### config.mk
export PLATFORM = sky130hd
export DESIGN_NAME = mac_operand_splitter_flat
export DESIGN_NICKNAME = d
export VERILOG_FILES = /design/src/rtl/mac_operand_splitter_pkg.sv /design/src/rtl/mac_operand_splitter_if.sv /design/src/rtl/mac_split_lane_mux.sv /design/src/rtl/mac_operand_splitter.sv /design/src/flat_wrapper.sv
export VERILOG_INCLUDE_DIRS = /design/src /design/src/rtl
export SDC_FILE = /design/constraint.sdc
export NUM_CORES = 1
export LEC_CHECK = 0
export CORE_ASPECT_RATIO = 0.8
export CORE_UTILIZATION = 50
export CTS_BUF_LIST = sky130_fd_sc_hd__clkbuf_8
export DETAILED_ROUTE_END_ITERATION = 6
export GPL_TIMING_DRIVEN = 0
export PLACE_DENSITY = 0.92
export SLEW_MARGIN = 0
export SYNTH_ARGS = -nofsm -noshare
export SYNTH_HDL_FRONTEND = slang
export SYNTH_HIERARCHICAL = 1
export SYNTH_SLANG_ARGS = --single-unit
### constraint.sdc
create_clock -name clk -period 4.8 [get_ports clk]
set_clock_uncertainty 0.15 [all_clocks]
set_input_delay 0.96 -clock clk [delete_from_list [all_inputs] [get_ports clk]]
set_output_delay 0.96 -clock clk [all_outputs]
set_load 0.005 [all_outputs]
### src/rtl/mac_const.vh
// Shared MAC-array constants: lane width, precision encodings, splitter states.
`ifndef MAC_CONST_VH
`define MAC_CONST_VH

`define MAC_MIN_WIDTH   8
`define MAC_LANES       4

`define MAC_SINGLE      2'b00
`define MAC_DUAL        2'b01
`define MAC_QUAD        2'b10

`define MAC_SPLIT_IDLE  1'b0
`define MAC_SPLIT_ISSUE 1'b1

`endif

### src/rtl/mac_operand_splitter_pkg.sv
// Typed view of the MAC constants plus beat-count helpers for the operand splitter.
`include "mac_const.vh"

package mac_operand_splitter_pkg;

    localparam int MIN_WIDTH = `MAC_MIN_WIDTH;
    localparam int LANES     = `MAC_LANES;

    localparam logic [1:0] CFG_SINGLE = `MAC_SINGLE;
    localparam logic [1:0] CFG_DUAL   = `MAC_DUAL;
    localparam logic [1:0] CFG_QUAD   = `MAC_QUAD;

    typedef enum logic {
        ST_IDLE  = `MAC_SPLIT_IDLE,
        ST_ISSUE = `MAC_SPLIT_ISSUE
    } state_t;

    // The unused 2'b11 encoding falls back to single precision.
    function automatic logic [1:0] norm_cfg(input logic [1:0] cfg);
        return (cfg == 2'b11) ? CFG_SINGLE : cfg;
    endfunction

    function automatic logic [1:0] last_step(input logic [1:0] cfg);
        case (cfg)
            CFG_DUAL: return 2'd1;
            CFG_QUAD: return 2'd3;
            default:  return 2'd0;
        endcase
    endfunction

endpackage

### src/rtl/mac_operand_splitter_if.sv
// Operand-pair input handshake and per-lane beat output of the splitter.
interface mac_operand_splitter_if;

    logic                                                 in_valid;
    logic                                                 in_ready;
    logic [1:0]                                           in_cfg;
    logic [4*mac_operand_splitter_pkg::MIN_WIDTH-1:0]     in_a;
    logic [4*mac_operand_splitter_pkg::MIN_WIDTH-1:0]     in_b;

    logic                                                 out_valid;
    logic                                                 out_ready;
    logic [mac_operand_splitter_pkg::MIN_WIDTH-1:0]       lane_a0, lane_a1, lane_a2, lane_a3;
    logic [mac_operand_splitter_pkg::MIN_WIDTH-1:0]       lane_b0, lane_b1, lane_b2, lane_b3;
    logic [1:0]                                           out_cfg;
    logic [1:0]                                           out_step;
    logic                                                 out_last;

    modport master (
        output in_valid, in_cfg, in_a, in_b, out_ready,
        input  in_ready, out_valid, out_cfg, out_step, out_last,
        input  lane_a0, lane_a1, lane_a2, lane_a3,
        input  lane_b0, lane_b1, lane_b2, lane_b3
    );

    modport slave (
        input  in_valid, in_cfg, in_a, in_b, out_ready,
        output in_ready, out_valid, out_cfg, out_step, out_last,
        output lane_a0, lane_a1, lane_a2, lane_a3,
        output lane_b0, lane_b1, lane_b2, lane_b3
    );

endinterface

### src/rtl/mac_split_lane_mux.sv
// Combinational slice mux: maps (cfg, step) onto the eight lane operands.
// Lane k always takes a_k; only the B slice selection depends on precision and step.
module mac_split_lane_mux
    import mac_operand_splitter_pkg::*;
(
    input  logic [1:0]             cfg,
    input  logic [1:0]             step,
    input  logic [4*MIN_WIDTH-1:0] a,
    input  logic [4*MIN_WIDTH-1:0] b,
    output logic [MIN_WIDTH-1:0]   lane_a0,
    output logic [MIN_WIDTH-1:0]   lane_a1,
    output logic [MIN_WIDTH-1:0]   lane_a2,
    output logic [MIN_WIDTH-1:0]   lane_a3,
    output logic [MIN_WIDTH-1:0]   lane_b0,
    output logic [MIN_WIDTH-1:0]   lane_b1,
    output logic [MIN_WIDTH-1:0]   lane_b2,
    output logic [MIN_WIDTH-1:0]   lane_b3
);

    logic [MIN_WIDTH-1:0] bs [LANES];

    for (genvar k = 0; k < LANES; k++) begin : g_slice
        assign bs[k] = b[k*MIN_WIDTH +: MIN_WIDTH];
    end

    assign lane_a0 = a[0*MIN_WIDTH +: MIN_WIDTH];
    assign lane_a1 = a[1*MIN_WIDTH +: MIN_WIDTH];
    assign lane_a2 = a[2*MIN_WIDTH +: MIN_WIDTH];
    assign lane_a3 = a[3*MIN_WIDTH +: MIN_WIDTH];

    always_comb begin
        lane_b0 = bs[0];
        lane_b1 = bs[1];
        lane_b2 = bs[2];
        lane_b3 = bs[3];
        case (cfg)
            CFG_DUAL: begin
                // Lower lane pair walks b_0/b_1, upper pair walks b_2/b_3.
                lane_b0 = bs[{1'b0, step[0]}];
                lane_b1 = bs[{1'b0, step[0]}];
                lane_b2 = bs[{1'b1, step[0]}];
                lane_b3 = bs[{1'b1, step[0]}];
            end
            CFG_QUAD: begin
                lane_b0 = bs[step];
                lane_b1 = bs[step];
                lane_b2 = bs[step];
                lane_b3 = bs[step];
            end
            default: ;
        endcase
    end

endmodule

### src/rtl/mac_operand_splitter.sv
// Slices a wide operand pair into 1/2/4 step-tagged beats for the 4-lane MAC array.
// Latency: first beat valid the cycle after input accept; in_ready reopens on the last beat (no bubble).
// Backpressure: out_ready low freezes the current beat. MAC_SPLIT_SKIP_ZERO_EN skips all-zero non-final B beats.
module mac_operand_splitter
    import mac_operand_splitter_pkg::*;
(
    input logic                   clk,
    input logic                   rst,
    mac_operand_splitter_if.slave bus
);

    state_t                 state;
    logic [1:0]             step;
    logic [1:0]             cfg_q;
    logic [4*MIN_WIDTH-1:0] a_q;
    logic [4*MIN_WIDTH-1:0] b_q;

    logic issue;
    logic at_last;
    logic skip;
    logic out_fire;
    logic take;

    mac_split_lane_mux u_lane_mux (
        .cfg     (cfg_q),
        .step    (step),
        .a       (a_q),
        .b       (b_q),
        .lane_a0 (bus.lane_a0),
        .lane_a1 (bus.lane_a1),
        .lane_a2 (bus.lane_a2),
        .lane_a3 (bus.lane_a3),
        .lane_b0 (bus.lane_b0),
        .lane_b1 (bus.lane_b1),
        .lane_b2 (bus.lane_b2),
        .lane_b3 (bus.lane_b3)
    );

    assign issue   = (state == ST_ISSUE);
    assign at_last = (step == last_step(cfg_q));

`ifdef MAC_SPLIT_SKIP_ZERO_EN
    // The mux already selects this beat's B slices, so an all-zero lane_b means nothing to multiply.
    assign skip = issue && !at_last &&
                  ({bus.lane_b3, bus.lane_b2, bus.lane_b1, bus.lane_b0} == '0);
`else
    assign skip = 1'b0;
`endif

    assign bus.out_valid = issue && !skip;
    assign bus.out_last  = issue && at_last;
    assign bus.out_cfg   = cfg_q;
    assign bus.out_step  = step;

    assign out_fire     = bus.out_valid && bus.out_ready;
    assign bus.in_ready = !issue || (out_fire && at_last);
    assign take         = bus.in_valid && bus.in_ready;

    always_ff @(posedge clk) begin
        if (rst) begin
            state <= ST_IDLE;
            step  <= 2'd0;
            cfg_q <= CFG_SINGLE;
            a_q   <= '0;
            b_q   <= '0;
        end else if (take) begin
            state <= ST_ISSUE;
            step  <= 2'd0;
            cfg_q <= norm_cfg(bus.in_cfg);
            a_q   <= bus.in_a;
            b_q   <= bus.in_b;
        end else if (issue) begin
            if (skip || (out_fire && !at_last)) begin
                step <= step + 2'd1;
            end else if (out_fire) begin
                state <= ST_IDLE;
                step  <= 2'd0;
            end
        end
    end

endmodule
### src/flat_wrapper.sv
// flat-port wrapper written by rule: the top's interface ports become plain ports
module mac_operand_splitter_flat import mac_operand_splitter_pkg::*;
  (clk, rst, bus_in_valid, bus_in_cfg, bus_in_a, bus_in_b, bus_out_ready, bus_in_ready, bus_out_valid, bus_out_cfg, bus_out_step, bus_out_last, bus_lane_a0, bus_lane_a1, bus_lane_a2, bus_lane_a3, bus_lane_b0, bus_lane_b1, bus_lane_b2, bus_lane_b3);
  mac_operand_splitter_if bus_i ();
  input logic clk;
  input logic rst;
  input wire logic [$bits(bus_i.in_valid)-1:0] bus_in_valid;
  input wire logic [$bits(bus_i.in_cfg)-1:0] bus_in_cfg;
  input wire logic [$bits(bus_i.in_a)-1:0] bus_in_a;
  input wire logic [$bits(bus_i.in_b)-1:0] bus_in_b;
  input wire logic [$bits(bus_i.out_ready)-1:0] bus_out_ready;
  output wire logic [$bits(bus_i.in_ready)-1:0] bus_in_ready;
  output wire logic [$bits(bus_i.out_valid)-1:0] bus_out_valid;
  output wire logic [$bits(bus_i.out_cfg)-1:0] bus_out_cfg;
  output wire logic [$bits(bus_i.out_step)-1:0] bus_out_step;
  output wire logic [$bits(bus_i.out_last)-1:0] bus_out_last;
  output wire logic [$bits(bus_i.lane_a0)-1:0] bus_lane_a0;
  output wire logic [$bits(bus_i.lane_a1)-1:0] bus_lane_a1;
  output wire logic [$bits(bus_i.lane_a2)-1:0] bus_lane_a2;
  output wire logic [$bits(bus_i.lane_a3)-1:0] bus_lane_a3;
  output wire logic [$bits(bus_i.lane_b0)-1:0] bus_lane_b0;
  output wire logic [$bits(bus_i.lane_b1)-1:0] bus_lane_b1;
  output wire logic [$bits(bus_i.lane_b2)-1:0] bus_lane_b2;
  output wire logic [$bits(bus_i.lane_b3)-1:0] bus_lane_b3;
  assign bus_i.in_valid = bus_in_valid;
  assign bus_i.in_cfg = bus_in_cfg;
  assign bus_i.in_a = bus_in_a;
  assign bus_i.in_b = bus_in_b;
  assign bus_i.out_ready = bus_out_ready;
  assign bus_in_ready = bus_i.in_ready;
  assign bus_out_valid = bus_i.out_valid;
  assign bus_out_cfg = bus_i.out_cfg;
  assign bus_out_step = bus_i.out_step;
  assign bus_out_last = bus_i.out_last;
  assign bus_lane_a0 = bus_i.lane_a0;
  assign bus_lane_a1 = bus_i.lane_a1;
  assign bus_lane_a2 = bus_i.lane_a2;
  assign bus_lane_a3 = bus_i.lane_a3;
  assign bus_lane_b0 = bus_i.lane_b0;
  assign bus_lane_b1 = bus_i.lane_b1;
  assign bus_lane_b2 = bus_i.lane_b2;
  assign bus_lane_b3 = bus_i.lane_b3;
  mac_operand_splitter u_core (.clk(clk), .rst(rst), .bus(bus_i));
endmodule
**Word-level counts from Yosys, hierarchy flattened**

Cells that the tools add are included.

- Flip-flop bits (word level): 69
- Input port bits: 70
- Output and inout port bits: 71
- Logic and storage cells: 48

- Add/subtract/negate cells: 1
- Magnitude comparators: 3
- Equality and inequality tests: 4
- Mux-type cells: 21
- Bitwise logic cells: 3
- Reduce and logical (&&, ||, !) cells: 11

Operator list:

| cell | number |
|---|---|
| 8-bit one-hot mux with 2 select lines | 4 |
| 8-bit binary-select mux with 2-bit select | 3 |
| 8-bit 2-to-1 mux | 6 |
| 3-bit >= comparator, second input constant | 3 |
| 2-bit 2-to-1 mux | 3 |
| 2-bit inverter with 3-bit output | 2 |
| 1-bit logical AND | 5 |
| 2-bit == test, second input constant | 2 |
| 1-bit 2-to-1 mux | 4 |
| 2-bit one-hot mux with 2 select lines | 1 |
| 1-bit inverter with 3-bit output | 1 |
| 2-bit by 1-bit adder with 2-bit output, second input constant | 1 |
| 2-bit by 1-bit == test with 1-bit output, second input constant | 1 |
| 2-bit == test | 1 |
| 1-bit logical NOT | 2 |
| 2-bit AND reduction | 1 |
| 2-bit nonzero test | 1 |
| 2-bit OR reduction | 1 |
| 1-bit logical OR | 1 |

**Logic depth before layout (Yosys ltp)**

- Word-level depth: 8
- Mapped depth: 8
- Depth with buffers taken out: 5

**Cells and area by module**

Netlist, hierarchy kept.

Modules (own cells, without submodules):

| module | times used | cells each | area each (µm²) | sequential area each (µm²) |
|---|---|---|---|---|
| mac_operand_splitter | 1 | 311 | 3133.0 | 1381.3 |
| mac_split_lane_mux | 1 | 122 | 982.2 | 0.0 |

**Worst setup path after synthesis**

No wires, ideal clock.

- Kind: register to output
- From: register u_core.cfg_q[0], in the netlist u_core/bus.out_cfg[0]
- To: output port bus_lane_b2[1]
- Arrival: 1.608 ns
- Data required time: 3.690 ns
- Setup slack: 2.082 ns
- Stages on the path, launching flop included: 7
- Buffers on the path: 1
- Path through: dfxtp_1 > inv_1 > ha_1 > or3b_1 > buf_2 > nor2_1 > a221o_1

- Longest elaborated chain between the ends: 2
- Elaborated cells between the ends (all ways): 3
- Those cells by class: eq/ne (2); mux (1)

Ends and longest elaborated chain:

| item | RTL line | RTL |
|---|---|---|
| start: declaration | mac_operand_splitter.sv:14 | `logic [1:0] cfg_q;` |
| start signal: assignment | mac_operand_splitter.sv:69 | `cfg_q <= norm_cfg(bus.in_cfg);` |
| 2-bit == test / 2-bit by 1-bit == test with 1-bit output (equally long branches) | mac_split_lane_mux.sv:36 | `case (cfg)` |
| 8-bit one-hot mux with 2 select lines * | mac_split_lane_mux.sv:36 |  |
| end: declaration | flat_wrapper.sv:23 | `output wire logic [$bits(bus_i.lane_b2)-1:0] bus_lane_b2;` |

Mark *: on every way between the ends. The rest lies on a longest branch, timed or not.

**Final worst setup path**

- From: register u_core.cfg_q[0], in the netlist u_core/bus.out_cfg[0]
- To: output port bus_lane_b2[7]

The elaborated chain is that of the path after synthesis.

==> impl_metrics.ini <==
[floorplan]
core_area_mm2 = 0.007946
die_w_um = 103.4
io_pins = 141
dieArea_mm2 = 0.008600
start_util_pct = 51.79
die_y_um = 83.15
rows = 29

[logic_synthesis]
synth_nets = 506
async_flop_share_pct = 0
postSynthCellCount = 433
netlist_top_cells_area = dfxtp_1, nand2b_1, mux2i_1
synth_mux_area_share_pct = 19.95
ys.flop_type = dfxtp_1
ys_seq_area_share_pct = 33.57
synth_xor_area_share_pct = 0.4257
ys.warnings.count = 6
synth_top_family_by_area = simple AND/OR/NAND/NOR gates
synth_cell_types = 31
synthAdderAreaFrac_pct = 0.9121
synth.most_common_cell = nand2b_1
syn_area_mm2 = 0.004115
synth-edff-count = 0
synth_seq_cells = 69
synth_compound_area_share_pct = 11.04
yosys.area.top_type = dfxtp_1
synth_top_area_share_pct = 33.57
synthTopCellsByCount = nand2b_1, mux2i_1, dfxtp_1, buf_4, a221o_1
synth_simple_gate_area_share_pct = 23.93
syn_avg_cell_area_um2 = 9.504

[final_layout]
nets = 656
diodes = 0
syn_to_final_growth_pct = 43.11
drive_gt1_share_pct = 11.22
post-route-util_pct = 74.11

[clock_tree]
cts_inserted_buffers = 9
cts.htree.levels = 3
cts_setup_buffers = 0
clkSlewWorstSetupHoldPaths_ns = 0.08
clk_latency_ns = 0.34
cts_tree = done
cts_sinks = 69
cts_root_buf = clkbuf_8
clk_path_buf_depth = 2
hold_buffers = 0
cts_resized = 0

[worst_setup_path]
slowest_stage = clkdlybuf4s50_1
path_delay_family = simple AND/OR/NAND/NOR gates
cp-start-kind = register
crit_path_cell_trace = inv_1 > ha_1 > nand2b_1 > nor2_1 > a221o_1 > clkdlybuf4s50_1
cpPeakStageDelay_ns = 0.50
critPathKind = register to output pin
arrival_ns = 2.76
crit_fanout = 9
critical_path_required_ns = 3.69
worst_setup_path_end_kind = output pin
path_buf_inv = 2
reg2reg_slack_ns = 2.48

[detailed_routing]
first_iter_violations = 173
first_pass_iters = 5
routed-via-count = 3668
drc = 0
drt_wl_total_um = 11120
ant_nets = 0
wl_per_cell_um = 15.98
via_per_inst = 5.270

[global_route]
grt_max_degree = 13
grt_pass1_vias = 3568
grt_first_pass_wirelength_um = 17220
antenna_found_initial = 0
grt_usage_pct = 25.96
grt_overflow = 0

[timing]
period_share_pct = 80.70
fin_tns_setup_ns = 0
holdWs_ns = 0.3300
rsz0062_at_grt = no
worst_pin_slew_ns = 0.7541
max_freq_mhz = 258.2
finalSetupViolCount = 0
hold_viol_final = 0
slew_headroom_pct = 49.62
timing.final.crit_period_ns = 3.874
report.final.slew_viol_count = 0

[pwr]
ir_worst_vdd_mv = 0.1941
cellPowerDensity_mw_per_mm2 = 283.4
leakage_uw = 0.002334

[place]
dp.final_hpwl_um = 8262
portBuffers = 139
finalWeightedCongestion = 0.9315

[status]
status = finished clean

[min_path]
hp-class = register to register

[run]
maxCapViolations = 0
registers in the layout, summed over array words and instances, names as in the netlist:
name                  cells
u_core/bus.out_step       2
u_core/b_q               32
u_core/a_q               32
u_core/bus.out_cfg        2
u_core/bus.out_valid      1
kinds of logic (layout without fill, tap and decap cells):
family,count (synthesis),in the layout
AOI/OAI and AO/OA,48,48
xor gates and xnor gates,2,2
adders and majority gates,3,3
buffers and inverters,67,222
DFF,69,69
muxes,82,82
and+or+nand+nor,162,162
through the flow:
stage | setup slack (ns) | cells | area, um2 | power [uW]
global placement | 1.319 | 680 | 5642 | 1079
detailed placement | 1.291 | 680 | 5642 | 1091
CTS | 0.9391 | 696 | 5889 | 1680
finish | 0.9263 | 696 | 5889 | 1669
floorplan | 2.082 | 433 | 4115 | 885.3
global route | 0.7581 | 696 | 5889 | 1741
final cells by class:
class	count	area (um2)
Multi-Input combinational cell	297	2315
Fill cell	591	2057
Timing Repair Buffer	139	1391
Sequential cell	69	1381
Buffer	59	389.1
Clock buffer	10	137.6
Tap cell	108	135.1
Clock inverter	6	110.1
Inverter	8	30.03
cell usage in the layout (no fill, tap or decap), types with 5 or more instances in the layout:
cell type | netlist | final
clkdlybuf4s50_1 | 0 | 139
nand2b_1 | 133 | 133
mux2i_1 | 82 | 82
dfxtp_1 | 69 | 69
buf_4 | 33 | 33
a221o_1 | 32 | 32
nor2_1 | 17 | 17
clkbuf_1 | 16 | 16
clkbuf_8 | 0 | 10
inv_1 | 8 | 9
buf_6 | 5 | 5
buf_2 | 5 | 5
final timing paths:
check,end,cells past startpoint,from
max,bus_lane_b2[7],6,u_core/bus.out_cfg[0]
min,u_core/a_q[2],2,u_core/a_q[2]
max reg2reg,u_core/b_q[12],8,u_core/bus.out_cfg[0]
min reg2reg,u_core/a_q[2],2,u_core/a_q[2]
layer usage:
metal  up-vias  share of wire, %  global-route usage (%)
met5         -                 0                       0
met4         0               1.6                   7.682
met3        23               8.7                   7.407
met2       165                46                   42.02
met1      1716                44                   33.17
li1       1764                 -                       -
worst min-delay path: cells and delay by family, from the launching register on:
family           cells  cell delay (ns)
DFF                  1             0.31
muxes                1             0.06
and+or+nand+nor      1             0.06
power by group:
part | total (uW) | switching [uW] | internal [uW]
clock | 587 | 228 | 359
sequential | 662 | 42.2 | 620
combinational | 419 | 153 | 266
No activity file was read; power rests on OpenSTA's default activity.
